## config.mk

```make
export PLATFORM = sky130hd
export DESIGN_NAME = alu_rr_arbiter
export DESIGN_NICKNAME = d
export VERILOG_FILES = /design/src/rtl/alu_rr_arbiter.sv
export SDC_FILE = /design/constraint.sdc
export NUM_CORES = 1
export LEC_CHECK = 0
export BUFFER_PORTS_ARGS = -buffer_cell sky130_fd_sc_hd__buf_2
export CAP_MARGIN = 20
export CORE_MARGIN = 3
export CORE_UTILIZATION = 47
export CTS_CLUSTER_SIZE = 16
export DETAILED_ROUTE_END_ITERATION = 16
export PLACE_DENSITY = 0.78
export SKIP_CTS_REPAIR_TIMING = 1
export SLEW_MARGIN = 20
export SYNTH_ARGS = -nofsm -noshare
export SYNTH_HDL_FRONTEND = slang
export SYNTH_SLANG_ARGS = --single-unit
```

## constraint.sdc

```tcl
create_clock -name clk -period 1.8 [get_ports clk]
set_input_delay 0.09 -clock clk [delete_from_list [all_inputs] [get_ports clk]]
set_output_delay 0.09 -clock clk [all_outputs]
set_load 0.05 [all_outputs]
```

## src/rtl/alu_rr_arbiter.sv

```systemverilog
// Round-robin arbiter that shares one combinational ALU between two requesters.
// It holds one transaction at a time: accept, wait LATENCY cycles, return the result tagged with the requester ID.
module alu_rr_arbiter #(
  parameter int unsigned WIDTH   = 4,
  parameter int unsigned OPW     = 3,
  parameter int unsigned LATENCY = 1
) (
  input  logic             clk,
  input  logic             rst_n,
  input  logic             req0_valid,
  output logic             req0_ready,
  input  logic [OPW-1:0]   req0_op,
  input  logic [WIDTH-1:0] req0_a,
  input  logic [WIDTH-1:0] req0_b,
  input  logic             req1_valid,
  output logic             req1_ready,
  input  logic [OPW-1:0]   req1_op,
  input  logic [WIDTH-1:0] req1_a,
  input  logic [WIDTH-1:0] req1_b,
  output logic [OPW-1:0]   alu_op,
  output logic [WIDTH-1:0] alu_a,
  output logic [WIDTH-1:0] alu_b,
  input  logic [WIDTH-1:0] alu_res,
  output logic             rsp_valid,
  input  logic             rsp_ready,
  output logic [WIDTH-1:0] rsp_data,
  output logic             rsp_id,
  output logic             rsp_zero,
  output logic             busy
);

  // The counter holds values 1..15, so LATENCY must stay in that range.
  localparam int unsigned CNTW = 4;

  typedef enum logic [1:0] {IDLE, BUSY, DONE} state_t;

  state_t          state;
  logic [CNTW-1:0] cnt;
  logic            last_grant;
  logic            sel;
  logic            any_valid;

  // When both requesters are valid, the one that was not granted last time wins.
  always_comb begin
    sel = 1'b0;
    if (req0_valid && req1_valid) begin
      sel = ~last_grant;
    end else if (req1_valid) begin
      sel = 1'b1;
    end
  end

  assign any_valid  = req0_valid | req1_valid;
  assign req0_ready = (state == IDLE) && req0_valid && !sel;
  assign req1_ready = (state == IDLE) && req1_valid && sel;

  always_ff @(posedge clk or negedge rst_n) begin
    if (!rst_n) begin
      state      <= IDLE;
      cnt        <= '0;
      last_grant <= 1'b1;
      alu_op     <= '0;
      alu_a      <= '0;
      alu_b      <= '0;
      rsp_valid  <= 1'b0;
      rsp_data   <= '0;
      rsp_id     <= 1'b0;
      rsp_zero   <= 1'b0;
      busy       <= 1'b0;
    end else begin
      case (state)
        IDLE: begin
          if (any_valid) begin
            alu_op     <= sel ? req1_op : req0_op;
            alu_a      <= sel ? req1_a  : req0_a;
            alu_b      <= sel ? req1_b  : req0_b;
            last_grant <= sel;
            rsp_id     <= sel;
            cnt        <= CNTW'(LATENCY);
            busy       <= 1'b1;
            state      <= BUSY;
          end
        end
        BUSY: begin
          cnt <= cnt - CNTW'(1);
          if (cnt == CNTW'(1)) begin
            rsp_data  <= alu_res;
            rsp_zero  <= (alu_res == '0);
            rsp_valid <= 1'b1;
            state     <= DONE;
          end
        end
        DONE: begin
          // rsp_data is kept after the handshake; only the ALU operands are cleared.
          if (rsp_ready) begin
            rsp_valid <= 1'b0;
            alu_op    <= '0;
            alu_a     <= '0;
            alu_b     <= '0;
            busy      <= 1'b0;
            state     <= IDLE;
          end
        end
        default: state <= IDLE;
      endcase
    end
  end

endmodule
```

==> flow_summary.ini, run 1 <==
[detailed_routing]
post-route-drc-count = 0
ant_nets = 0
wl_per_cell_um = 14.18
drt_iter0_drc = 12
routed_via_density = 5.182
drt-pass1-iter-count = 2
num_vias = 969
totalWireLength_um = 2651

[global_routing]
grt_pass1_wl_um = 4167
overflow = 0
grt_pass1_vias = 913
antenna_found_initial = 0
track_usage_pct = 16.03
grt_max_degree = 27

[clocking]
cts-root-buf = clkbuf_4
cts_max_level = 1
cts_tree = yes
cts_made_buffers = 3
clk_path_buf_depth = 2
clock-sinks = 26
clk-insertion-delay-late_ns = 0.31
path_clk_slew_ns = 0.13

[critical_path]
reg2reg_to = rsp_data[0]
critPathMaxFanout = 8
crit_arrival_ns = 1.45
critPathRequiredTime_ns = 1.71
worst_setup_path_end_kind = primary output
critPathKind = flop to primary output
r2r-start = cnt[1]
startpoint = state[0]
r2r_slack_ns = 0.36
r2r_cells = 5
startpoint_type = flop

[worst_hold_path]
min_to = rsp_data[3]
whs_path_depth = 2
hp-start = alu_res[3]
hp-class = input port to flop

[timing]
rsz0062_at_grt = no
tightest_slew_ns = 0.8810
drv_slew = 0
max-slew-margin-rel_pct = 41.26
post-route-period-util_pct = 85.67
final.setup_skew_ns = 0.004045
setup_viol = 0
hold_viol_final = 0
max_freq_mhz = 648.5
period_needed_ns = 1.542
fin_tns_setup_ns = 0

[run]
drv_cap = 0

[logic_synthesis]
ys_seq_area_share_pct = 50.83
yosys_register_bits = 26
synth_area_um2 = 1282
syn_nets = 131
netlist_instances = 98
synth_warnings = 0
yosysUniqueCellTypes = 33
syn_area_per_cell_um2 = 13.09

[layout]
drive_gt1_share_pct = 46.50
nets = 191
nFillCells = 207
final_area_um2 = 1637
fin_util_pct = 64.31
area_growth_pct = 27.61
diodes = 0

[place]
io_buffers = 51
dpl.hpwl_um = 1950
placed_area_um2 = 1545
place.gp.congestion = 0.7118

[die]
fp.dieH_um = 58.24
die_area_um2 = 3391
initial_core_util_pct = 50.39
num_rows = 18
fp.dieW_um = 58.24
core_area_um2 = 2545
io_pins = 52

[pwr]
power_density_nw_per_um2 = 1908
p_leak_nw = 0.8050
power_mw = 3.122
peakVddDrop_uv = 1360

[outcome]
status = completed
-- sequential cells by signal, summed over array words and instances, names as in the netlist --
register	count
alu_a	4
alu_b	4
cnt	4
rsp_data	4
alu_op	3
state	2
busy	1
last_grant	1
rsp_id	1
rsp_valid	1
rsp_zero	1
-- power by group --
part | switching [mW] | internal (mW)
Combinational | 1.23 | 0.567
Sequential | 0.211 | 0.859
Clock | 0.165 | 0.0866
Total | 1.61 | 1.51
-- worst max path at each step --
stage	to	slack [ns]
after floorplan	req0_ready	0.28
after detailed placement	rsp_data[0]	0.35
after global routing	req0_ready	0.14
after global placement	rsp_data[0]	0.41
after CTS	req1_ready	0.03
final	req1_ready	0.26
-- metrics by stage --
| stage | hold slack, ns | instances | setup WS [ns] |
|---|---|---|---|
| floorplan | -0.2056 | 98 | 0.2793 |
| global placement | 0.1111 | 176 | 0.4114 |
| detailed placement | 0.1244 | 176 | 0.3525 |
| CTS | -0.2344 | 180 | 0.02554 |
| global route | 0.002889 | 187 | 0.1372 |
| finish | 0.009034 | 187 | 0.2579 |
-- cell usage after synthesis --
cell,n,area [um2]
dfrtp_1,25,625.6
mux2i_1,12,120.1
o2bb2ai_2,10,150.1
nand2_1,6,22.52
mux2_1,5,56.30
inv_1,3,11.26
nor2_1,3,11.26
and2_1,2,12.51
buf_6,2,22.52
ha_1,2,25.02
nand2b_1,2,12.51
nand3b_1,2,15.01
nor4_1,2,12.51
o21ai_0,2,10.01
o21ai_1,2,10.01
a211o_1,1,8.760
a21boi_0,1,7.510
a21boi_4,1,18.77
a21o_1,1,7.510
a21oi_1,1,5.000
a31oi_1,1,6.260
and2b_1,1,7.510
buf_4,1,7.510
dfstp_2,1,26.28
nand2_2,1,6.260
nor2_2,1,6.260
nor3_1,1,5.000
nor3b_2,1,12.51
o211ai_1,1,7.510
o21ai_2,1,8.760
o2bb2ai_1,1,8.760
or2_2,1,6.260
xnor2_1,1,8.760
-- cells by family after synthesis --
family / synth area share (%)
fa+ha+maj: 1.951
xor+xnor: 0.6831
buf+inv: 3.220
simple gates: 10.15
compound gates: 19.42
flops: 50.83
mux: 13.76
-- metal layers --
metal	share of wire (%)	global-route usage (%)	vias to the layer above
li1	-	-	479
met1	46	22.57	462
met2	48	24.68	26
met3	5.4	2.895	2
met4	0.57	5.960	0
met5	0	0	-
-- layout by cell type, fill, tap and decap left out --
| master | synthesis | final |
|---|---|---|
| nor4_1 | 2 | 2 |
| nor2_1 | 3 | 3 |
| inv_1 | 3 | 3 |
| nand2_1 | 6 | 6 |
| o21ai_2 | 1 | 1 |
| buf_4 | 1 | 2 |
| and2_1 | 2 | 2 |
| o2bb2ai_2 | 10 | 10 |
| mux2_1 | 5 | 5 |
| a21o_1 | 1 | 1 |
| dlygate4sd3_1 | 0 | 5 |
| mux2i_1 | 12 | 12 |
| and2b_1 | 1 | 1 |
| dfstp_2 | 1 | 1 |
| a21boi_0 | 1 | 1 |
| a31oi_1 | 1 | 1 |
| a211o_1 | 1 | 1 |
| xnor2_1 | 1 | 1 |
| dfrtp_1 | 25 | 25 |
| o21ai_1 | 2 | 2 |
| nand3b_1 | 2 | 2 |
| nor3b_2 | 1 | 1 |
| nand2b_1 | 2 | 2 |
| clkbuf_1 | 0 | 1 |
| clkbuf_4 | 0 | 3 |
| buf_2 | 0 | 51 |
| a21boi_4 | 1 | 1 |
| o2bb2ai_1 | 1 | 1 |
| nor3_1 | 1 | 1 |
| a21oi_1 | 1 | 1 |
| ha_1 | 2 | 2 |
| nor2_2 | 1 | 1 |
| o211ai_1 | 1 | 1 |
| or2_2 | 1 | 1 |
| o21ai_0 | 2 | 2 |
| nand2_2 | 1 | 1 |
-- area by class of cell --
type / instances / area [um2] / area share, %
inverter: 3 / 11.26 / 0.6881
timing repair buffer: 58 / 320.3 / 19.57
clock buffer: 4 / 26.28 / 1.606
multi-input combinational: 66 / 589.3 / 36.01
sequential: 26 / 651.9 / 39.83
tap: 30 / 37.54 / 2.294
-- worst max-delay path: stages, from the launching register on --
cell     delay, ns
dfrtp_1       0.48
nor2_2        0.23
and2_1        0.17
buf_2         0.26
(Power assumes the default switching activity.)
==> run 2, diff against run 1 <==
CELL_PAD_IN_SITES_DETAIL_PLACEMENT = 1   (was not set)
CELL_PAD_IN_SITES_GLOBAL_PLACEMENT = 1   (was not set)
CORE_UTILIZATION = 36   (was 47)
GPL_ROUTABILITY_DRIVEN = 0   (was not set)
PLACE_DENSITY = not set   (was 0.78)
PLACE_DENSITY_LB_ADDON = 0.1   (was not set)
==> run 2 against run 1 <==
  * Largest power group unchanged
  * Sequential cell count did not move
  * Critical path type unchanged
  * Clock power is essentially flat
  * First-iteration DRC count grew 100%
  * Setup slack worse by 0.041 ns
==> flow_summary.ini, run 2 (synthesized netlist as in run 1, its figures left out) <==
[run]
drv_cap = 0

[pwr]
peakVddDrop_uv = 811.4
p_sw_share_pct = 51.58
power_frac_comb_pct = 57.9
power_density_nw_per_um2 = 1867
power_mw = 3.153
power_frac_seq_pct = 34.0
p_sw_mw = 1.627
p_leak_nw = 0.8242
pwr-share-clk_pct = 8.0
intPower_mw = 1.527

[layout]
layout_common_cells = buf_2, dfrtp_1, mux2i_1
area_growth_pct = 31.71
final_common_cell = buf_2
fin_cells = 207
drive_gt1_share_pct = 47.20
nets = 195
diodes = 0
fin_util_pct = 49.83
final_area_um2 = 1689

[place]
io_buffers = 51
dpl.hpwl_um = 2187
placed_area_um2 = 1565
placed_cells = 192
pre_cts_ws_ns = 0.3456

[critical_path]
startpoint_type = flop
critPathMaxFanout = 8
crit_arrival_ns = 1.49
critPathRequiredTime_ns = 1.71
critPathKind = flop to primary output
r2r-start = state[1]
r2r_cells = 3
worst_setup_path_end_kind = primary output
r2r_slack_ns = 0.34
reg2reg_to = alu_a[2]

[die]
fp.dieW_um = 65.69
die_area_um2 = 4315
fp.dieH_um = 65.69
core_area_um2 = 3390
num_rows = 21
initial_core_util_pct = 37.84
io_pins = 52

[worst_hold_path]
hp-start = req0_op[1]
hp-class = input port to flop
whs_path_depth = 3
min_to = alu_op[1]

[global_routing]
antenna_found_initial = 0
track_usage_pct = 14.82
grt_max_degree = 27
overflow = 0
grt_pass1_vias = 1003
grt_pass1_wl_um = 4892

[clocking]
clk-insertion-delay-late_ns = 0.31
cts_made_buffers = 3
cts-root-buf = clkbuf_4
clock-sinks = 26
clk_path_buf_depth = 2
cts_tree = yes
path_clk_slew_ns = 0.14
cts_max_level = 1

[timing]
max_freq_mhz = 631.7
setup_viol = 0
finalWorstSetupSlack_ns = 0.2169
hold_viol_final = 0
rsz0062_at_grt = no
tightest_slew_ns = 0.9524
max-slew-margin-rel_pct = 36.50
post-route-period-util_pct = 87.95
final.setup_skew_ns = 0.003534
drv_slew = 0
period_needed_ns = 1.583

[detailed_routing]
wl_per_cell_um = 14.13
drt-pass1-iter-count = 4
num_vias = 996
totalWireLength_um = 2925
drt_iter0_drc = 24
post-route-drc-count = 0
ant_nets = 0
routed_via_density = 4.812

[outcome]
status = completed
[run 2: cell count changes in the layout (fill, tap and decap cells not counted), sizes merged]
cell / change
dlygate4sd3: +1
buf: +3
[run 2: layer usage]
metal / wire length [um] / GRT usage (%) / vias to the layer above / share of wire (%)
met5: 0 / 0 / - / 0
met1: 1314 / 19.14 / 475 / 45
met2: 1417 / 24.28 / 30 / 48
met4: 29 / 4.663 / 0 / 0.99
li1: - / - / 486 / -
met3: 163 / 3.590 / 5 / 5.6
[run 2: through the flow]
step	hold WS, ns	setup TNS, ns
global placement	0.1366	0
detailed placement	0.1320	0
floorplan	-0.2056	0
CTS	-0.2269	-0.004637
global route	0.02631	0
finish	0.04539	0
[run 2: critical path, stage by stage, from the launching register on]
cell	delay, ns
dfrtp_1	0.49
nor2_2	0.24
and2_1	0.18
buf_2	0.26
[run 2: final cells by class]
| type | instances | area, um2 |
|---|---|---|
| fillers | 381 | 1700 |
| flip-flops and latches | 26 | 651.9 |
| multi-input cells | 66 | 589.3 |
| repair buffers | 62 | 352.8 |
| well taps | 46 | 57.56 |
| clock buffers | 4 | 26.28 |
| inverters | 3 | 11.26 |
[run 2: power groups by stage]
| stage | combinational [mW] | sequential, mW | clock (mW) |
|---|---|---|---|
| 6_report | 1.83 | 1.07 | 0.254 |
| 5_1_grt | 1.96 | 1.12 | 0.311 |
| 4_1_cts | 1.82 | 1.08 | 0.271 |
| 3_5_place_dp | 1.81 | 1.09 | 0 |
| 3_3_place_gp | 1.78 | 1.08 | 0 |
| 2_1_floorplan | 0.751 | 1.75 | 0 |
[run 2: worst max path at each step]
| stage | from | to | depth (start not counted) |
|---|---|---|---|
| finish | state[0] | req1_ready | 3 |
| CTS | last_grant | req1_ready | 3 |
| floorplan | last_grant | req0_ready | 3 |
| global route | state[0] | req0_ready | 4 |
| global placement | state[1] | alu_a[2] | 3 |
| detailed placement | cnt[1] | rsp_data[1] | 5 |
